### src/rtl/play_stream_engine_if.sv
// Bundle of control, SDRAM-read and audio-stream signals for play_stream_engine.
// play_loop exists only when PLAY_STREAM_LOOP_EN is defined.
interface play_stream_engine_if #(
  parameter int ADDR_W = 23,
  parameter int DATA_W = 32
);
  logic              play_start;
  logic [ADDR_W-1:0] play_select;
  logic              play_pause;
  logic              play_stop;
  logic              play_done;
  logic              play_busy;
  logic              play_read;
  logic [ADDR_W-1:0] play_addr;
  logic [DATA_W-1:0] play_readdata;
  logic              play_sdram_finished;
  logic              play_audio_valid;
  logic [DATA_W-1:0] play_audio_data;
  logic              play_audio_ready;
`ifdef PLAY_STREAM_LOOP_EN
  logic              play_loop;

  modport master (
    input  play_start, play_select, play_pause, play_stop, play_loop,
           play_readdata, play_sdram_finished, play_audio_ready,
    output play_done, play_busy, play_read, play_addr,
           play_audio_valid, play_audio_data
  );

  modport slave (
    output play_start, play_select, play_pause, play_stop, play_loop,
           play_readdata, play_sdram_finished, play_audio_ready,
    input  play_done, play_busy, play_read, play_addr,
           play_audio_valid, play_audio_data
  );
`else
  modport master (
    input  play_start, play_select, play_pause, play_stop,
           play_readdata, play_sdram_finished, play_audio_ready,
    output play_done, play_busy, play_read, play_addr,
           play_audio_valid, play_audio_data
  );

  modport slave (
    output play_start, play_select, play_pause, play_stop,
           play_readdata, play_sdram_finished, play_audio_ready,
    input  play_done, play_busy, play_read, play_addr,
           play_audio_valid, play_audio_data
  );
`endif
endinterface

### src/rtl/play_stream_engine.sv
// Streams a length-prefixed recording from SDRAM through a prefetch FIFO to the
// audio sink. Defining PLAY_STREAM_LOOP_EN adds the play_loop replay input.
module play_stream_engine #(
  parameter int ADDR_W     = 23,
  parameter int DATA_W     = 32,
  parameter int FIFO_DEPTH = 4
) (
  input logic                  i_clk,
  input logic                  i_rst,
  play_stream_engine_if.master bus
);
  localparam int PTR_W = $clog2(FIFO_DEPTH);
  localparam logic [PTR_W:0] FULL_CNT = (PTR_W+1)'(FIFO_DEPTH);

  localparam logic [2:0] IDLE     = 3'd0;
  localparam logic [2:0] READ_LEN = 3'd1;
  localparam logic [2:0] STREAM   = 3'd2;
  localparam logic [2:0] FINISH   = 3'd3;
  localparam logic [2:0] ABORT    = 3'd4;

  logic [2:0]        state;
  logic              hdr_phase;
  logic [ADDR_W-1:0] base;
  logic [ADDR_W-1:0] fetch_ptr;
  logic [ADDR_W-1:0] fetch_left;
  logic [ADDR_W-1:0] remaining;
  logic [ADDR_W-1:0] hdr_len;
  logic [DATA_W-1:0] fifo_mem [FIFO_DEPTH];
  logic [PTR_W-1:0]  wr_ptr;
  logic [PTR_W-1:0]  rd_ptr;
  logic [PTR_W:0]    count;
  logic              read_req;
  logic              read_done;
  logic              outstanding;
  logic              audio_valid;
  logic              push;
  logic              pop;
  logic              flush;
  logic              last_pop;
  logic              loop_req;

`ifdef PLAY_STREAM_LOOP_EN
  assign loop_req = bus.play_loop;
`else
  assign loop_req = 1'b0;
`endif

  // Any set bit above the address field means the length cannot be represented.
  assign hdr_len = (|(bus.play_readdata >> ADDR_W)) ? '1 : bus.play_readdata[ADDR_W-1:0];

  always_comb begin
    read_req = 1'b0;
    case (state)
      READ_LEN, ABORT: read_req = 1'b1;
      STREAM:          read_req = (fetch_left != '0) && (count != FULL_CNT);
      default:         read_req = 1'b0;
    endcase
  end

  assign read_done   = read_req && bus.play_sdram_finished;
  assign outstanding = read_req && !bus.play_sdram_finished;
  assign audio_valid = (state == STREAM) && (count != '0) && !bus.play_pause && !bus.play_stop;
  assign push        = (state == STREAM) && read_done && !bus.play_stop;
  assign pop         = audio_valid && bus.play_audio_ready;
  assign last_pop    = pop && (remaining == ADDR_W'(1));
  assign flush       = bus.play_stop && ((state == READ_LEN) || (state == STREAM));

  assign bus.play_read        = read_req;
  assign bus.play_addr        = read_req ? (hdr_phase ? base : fetch_ptr) : '0;
  assign bus.play_busy        = (state != IDLE);
  assign bus.play_done        = (state == FINISH);
  assign bus.play_audio_valid = audio_valid;
  assign bus.play_audio_data  = (count != '0) ? fifo_mem[rd_ptr] : '0;

  // An outstanding read on stop must still see its strobe, so it detours via ABORT.
  always_ff @(posedge i_clk) begin
    if (i_rst) begin
      state      <= IDLE;
      hdr_phase  <= 1'b0;
      base       <= '0;
      fetch_ptr  <= '0;
      fetch_left <= '0;
      remaining  <= '0;
    end else begin
      case (state)
        IDLE: begin
          if (bus.play_start && !bus.play_stop) begin
            base      <= bus.play_select;
            hdr_phase <= 1'b1;
            state     <= READ_LEN;
          end
        end
        READ_LEN: begin
          if (bus.play_stop) begin
            state <= outstanding ? ABORT : FINISH;
          end else if (read_done) begin
            if (hdr_len == '0) begin
              state <= FINISH;
            end else begin
              hdr_phase  <= 1'b0;
              fetch_ptr  <= base + ADDR_W'(1);
              fetch_left <= hdr_len;
              remaining  <= hdr_len;
              state      <= STREAM;
            end
          end
        end
        STREAM: begin
          if (bus.play_stop) begin
            state <= outstanding ? ABORT : FINISH;
          end else begin
            if (push) begin
              fetch_ptr  <= fetch_ptr + ADDR_W'(1);
              fetch_left <= fetch_left - ADDR_W'(1);
            end
            if (pop) begin
              remaining <= remaining - ADDR_W'(1);
            end
            if (last_pop) begin
              if (loop_req) begin
                hdr_phase <= 1'b1;
                state     <= READ_LEN;
              end else begin
                state <= FINISH;
              end
            end
          end
        end
        ABORT: begin
          if (bus.play_sdram_finished) begin
            state <= FINISH;
          end
        end
        FINISH: state <= IDLE;
        default: state <= IDLE;
      endcase
    end
  end

  always_ff @(posedge i_clk) begin
    if (i_rst || flush) begin
      wr_ptr <= '0;
      rd_ptr <= '0;
      count  <= '0;
    end else begin
      if (push) wr_ptr <= wr_ptr + PTR_W'(1);
      if (pop)  rd_ptr <= rd_ptr + PTR_W'(1);
      case ({push, pop})
        2'b10:   count <= count + (PTR_W+1)'(1);
        2'b01:   count <= count - (PTR_W+1)'(1);
        default: count <= count;
      endcase
    end
  end

  always_ff @(posedge i_clk) begin
    if (push) begin
      fifo_mem[wr_ptr] <= bus.play_readdata;
    end
  end
endmodule
### src/flat_wrapper.sv
// flat-port wrapper written by rule: the top's interface ports become plain ports
module play_stream_engine_flat 
#(
  parameter int ADDR_W     = 23,
  parameter int DATA_W     = 32,
  parameter int FIFO_DEPTH = 4
)
  (i_clk, i_rst, bus_play_start, bus_play_select, bus_play_pause, bus_play_stop, bus_play_readdata, bus_play_sdram_finished, bus_play_audio_ready, bus_play_done, bus_play_busy, bus_play_read, bus_play_addr, bus_play_audio_valid, bus_play_audio_data);
  play_stream_engine_if #(.ADDR_W(ADDR_W), .DATA_W(DATA_W)) bus_i ();
  input logic i_clk;
  input logic i_rst;
  input wire logic [$bits(bus_i.play_start)-1:0] bus_play_start;
  input wire logic [$bits(bus_i.play_select)-1:0] bus_play_select;
  input wire logic [$bits(bus_i.play_pause)-1:0] bus_play_pause;
  input wire logic [$bits(bus_i.play_stop)-1:0] bus_play_stop;
  input wire logic [$bits(bus_i.play_readdata)-1:0] bus_play_readdata;
  input wire logic [$bits(bus_i.play_sdram_finished)-1:0] bus_play_sdram_finished;
  input wire logic [$bits(bus_i.play_audio_ready)-1:0] bus_play_audio_ready;
  output wire logic [$bits(bus_i.play_done)-1:0] bus_play_done;
  output wire logic [$bits(bus_i.play_busy)-1:0] bus_play_busy;
  output wire logic [$bits(bus_i.play_read)-1:0] bus_play_read;
  output wire logic [$bits(bus_i.play_addr)-1:0] bus_play_addr;
  output wire logic [$bits(bus_i.play_audio_valid)-1:0] bus_play_audio_valid;
  output wire logic [$bits(bus_i.play_audio_data)-1:0] bus_play_audio_data;
  assign bus_i.play_start = bus_play_start;
  assign bus_i.play_select = bus_play_select;
  assign bus_i.play_pause = bus_play_pause;
  assign bus_i.play_stop = bus_play_stop;
  assign bus_i.play_readdata = bus_play_readdata;
  assign bus_i.play_sdram_finished = bus_play_sdram_finished;
  assign bus_i.play_audio_ready = bus_play_audio_ready;
  assign bus_play_done = bus_i.play_done;
  assign bus_play_busy = bus_i.play_busy;
  assign bus_play_read = bus_i.play_read;
  assign bus_play_addr = bus_i.play_addr;
  assign bus_play_audio_valid = bus_i.play_audio_valid;
  assign bus_play_audio_data = bus_i.play_audio_data;
  play_stream_engine #(.ADDR_W(ADDR_W), .DATA_W(DATA_W), .FIFO_DEPTH(FIFO_DEPTH)) u_core (.i_clk(i_clk), .i_rst(i_rst), .bus(bus_i));
endmodule
### config.mk
export PLATFORM = sky130hd
export DESIGN_NAME = play_stream_engine_flat
export DESIGN_NICKNAME = d
export VERILOG_FILES = /design/src/rtl/play_stream_engine_if.sv /design/src/rtl/play_stream_engine.sv /design/src/flat_wrapper.sv
export SDC_FILE = /design/constraint.sdc
export NUM_CORES = 1
export LEC_CHECK = 0
export BUFFER_PORTS_ARGS = -buffer_cell sky130_fd_sc_hd__buf_2
export CAP_MARGIN = 20
export CORE_UTILIZATION = 40
export CTS_CLUSTER_SIZE = 40
export DETAILED_ROUTE_END_ITERATION = 12
export SLEW_MARGIN = 20
export SYNTH_ARGS = -nofsm -noshare
export SYNTH_HDL_FRONTEND = slang
export SYNTH_SLANG_ARGS = --single-unit
### constraint.sdc
create_clock -name i_clk -period 4 [get_ports i_clk]
set_clock_uncertainty 0.05 [all_clocks]
set_input_delay 0.2 -clock i_clk [delete_from_list [all_inputs] [get_ports i_clk]]
set_output_delay 0.2 -clock i_clk [all_outputs]
set_load 0.01 [all_outputs]
==> qor.csv <==
metric,value,unit
critical path's most frequent cell,buf_4,
DRT Wirelength,29800,µm
final setup fails,0,
CP required,3750,ps
leakage power total,4.95,nW
final net count,1363,
"Top FF cell, synth",edfxtp_1,
Final period util,0.778,
Clock Path Buffers,3,
crit end category,primary output,
WS Path Type,flip-flop to primary output,
ys async rst share,0,
Tot GR Track Use,0.195,
vias post-DR,9468,
"Seq/Total Area, Yosys",0.504,
Flop pwr share,0.454,
Gate Count Post-Synth,1146,
IO buf count,120,
clock network power share,0.445,
Power Dens Cells,403,nW/µm²
"Buf+Inv Stages, Crit Path",3,
Max-Cap Viols,0,
post-synthesis cell type count,86,
average size of a mapped cell,10.3,µm²
Post-DRT Antenna Nets,0,
combinational share of power,0.100,
"Clk pin slew, worst setup/hold paths",60,ps
VDD IR-drop max,0.260,mV
fin crit period,3110,ps
final core utilization,0.493,
status,"finished, final reports clean",
hpwl dp,19600,µm
Sw Pwr,1.37,mW
cells along the critical path,or4_4 -> nor3_1 -> a31o_1 -> buf_4 -> nand2b_1 -> buf_4 -> nor2_1 -> buf_2,
Max Fclk,321,MHz
DRC viols,0,
worst-path fanout max,24,
initial antenna violation count,0,
1st-iter DRT viols,601,
"FF+latch count, synth",233,
cts repair resizes,0,
clk sink count,233,
initial core utilization,0.409,
Min-Delay Path Class,input port to flip-flop,
relative slew slack,0.512,
global route overflow,0,
Slew @ Worst Pin,732,ps
core area,28900,µm²
row count,62,
CTS buffer count,26,
clk_lat worst skew,530,ps
Critical Path Source Type,flip-flop,
vias per cell,5.59,
Wirelength per Cell,17.6,µm
synth warn,0,
crit-path max cell delay,570,ps
Clock H-tree levels,1,
RSZ-0062 raised after global routing,no,
mapped cell area,11800,µm²
drt pass-1 iters,5,
antenna cells,0,
CTS tree,yes,
Critical-path top delay cell,or4_4,
Power Internal,4.37,mW
die height,174,µm
Layout Area Growth over Synthesis,20.6,%
crit path DAT,2860,ps
# Post-CTS Setup Buffers,0,
switching share of power,0.239,
Root Buffer,clkbuf_16,
first-pass GRT wire length,48400,µm
Post-synth EDFFs,128,
Syn Nets,1218,
vias in the first global route,9063,
"CP delay by family, top",simple AND/OR/NAND/NOR gates,
Die X,174,µm
die area,30200,µm²
largest net degree at the start of global routing,61,
Final Max Slew Viols,0,
share of layout cells above drive strength 1,0.196,
I/O pin count,121,
GP Congestion,0.840,
setup tns final,0,ps
final hold vios,0,
-- power by group through the flow --
stage	registers [mW]	clock network, mW	logic [mW]
floorplan	2.64	0	0.369
global placement	2.66	0	0.527
detailed placement	2.66	0	0.533
CTS	2.61	2.61	0.579
global route	2.62	2.71	0.640
finish	2.61	2.56	0.577
-- cells by family after synthesis --
family,synth area share
AND/OR/NAND/NOR,0.184
AO/OA/AOI/OAI,0.164
flip-flops,0.504
buffers and inverters,0.0397
multiplexers,0.0895
XOR/XNOR,0.00817
adder cells (fa/ha/maj),0.0112
-- final timing paths --
kind | startpoint | endpoint | slack [ps] | cells after the start
worst min-delay path | bus_play_audio_ready | u_core.rd_ptr[0]$_SDFFE_PP0P_ | 180 | 5
worst max-delay path | u_core.fetch_left[10]$_SDFFE_PP0P_ | bus_play_addr[11] | 890 | 8
worst max register to register | u_core.state[2]$_SDFFE_PP0P_ | u_core.count[2]$_SDFFE_PP0P_ | 960 | 11
worst min register to register | u_core.fetch_left[13]$_SDFFE_PP0P_ | u_core.fetch_left[13]$_SDFFE_PP0P_ | 420 | 2
-- final cells by class --
| class | instances | area, µm² |
|---|---|---|
| clock inverters | 12 | 175 |
| well taps | 384 | 480 |
| multi-input cells | 802 | 5410 |
| repair buffers | 200 | 1350 |
| inverters | 28 | 105 |
| clock buffers | 36 | 768 |
| flip-flops and latches | 233 | 5950 |
| fillers | 2632 | 14600 |
-- state kept, by name, summed over array words and instances (netlist names), named ones only --
signal,cells
u_core.remaining,23
u_core.fetch_ptr,23
u_core.state,3
u_core.fetch_left,23
u_core.count,3
u_core.rd_ptr,2
u_core.base,23
u_core.hdr_phase,1
u_core.wr_ptr,2
u_core.fifo_mem,128
-- through the flow --
step	setup slack, ps	std cells	total power [mW]	cell area (µm²)	hold WS [ps]
6_report	887	1695	5.74	14200	182
2_1_floorplan	866	1146	3.01	11800	249
3_3_place_gp	1030	1591	3.18	12700	383
4_1_cts	878	1695	5.80	14200	160
3_5_place_dp	971	1591	3.19	12700	387
5_1_grt	692	1695	5.96	14200	203
-- placed cells by master, fill, tap and decap left out, types with 7 or more instances in the layout --
cell type,n
nor2_1,87
o22ai_1,11
o221ai_1,7
nor2b_1,33
edfxtp_1,128
o21ai_0,59
and3_1,14
mux4_2,32
nand2_1,132
inv_1,27
or3_1,9
nand2b_1,11
a211oi_1,22
dlygate4sd3_1,56
xnor2_1,8
clkbuf_16,26
clkbuf_8,8
nand3_1,33
a31oi_1,19
o211ai_1,9
ha_1,9
buf_4,23
o31ai_1,11
a21oi_1,94
nor3_1,23
nand4_1,16
buf_2,120
nor4_1,12
dfxtp_1,104
mux2i_1,29
-- worst register-to-register path: cells and delay by family, from the launching register on --
family        cells  cell delay, ps
fa+ha+maj         2             620
xor+xnor          2             280
flops             1             450
simple gates      5            1300
buf+inv           2             220
-- synth_stat cells, types with 19 or more instances --
cell type  instances  area (µm²)
a21oi_1           94         470
mux2i_1           29         290
nand3_1           33         165
inv_1             27         101
nand2_1          132         495
nor2b_1           33         206
mux4_2            32         721
clkbuf_1          52         195
a31oi_1           19         119
dfxtp_1          105        2100
edfxtp_1         128        3840
nor3_1            24         120
a211oi_1          22         165
o21ai_0           59         295
nor2_1            87         327
-- routing by layer --
layer | global-route usage | up-vias | routed length [µm] | share of wire
li1 | - | 4607 | - | -
met1 | 0.266 | 4573 | 13700 | 0.46
met2 | 0.331 | 253 | 14200 | 0.48
met3 | 0.0246 | 35 | 1350 | 0.045
met4 | 0.0413 | 0 | 461 | 0.015
met5 | 0 | - | 0 | 0
-- timing repair --
item                                    CTS  global route
endpoints found under the setup margin    0             0
hold buffers                             56             0
hold endpoints to repair                152             0
(Power assumes the default switching activity.)
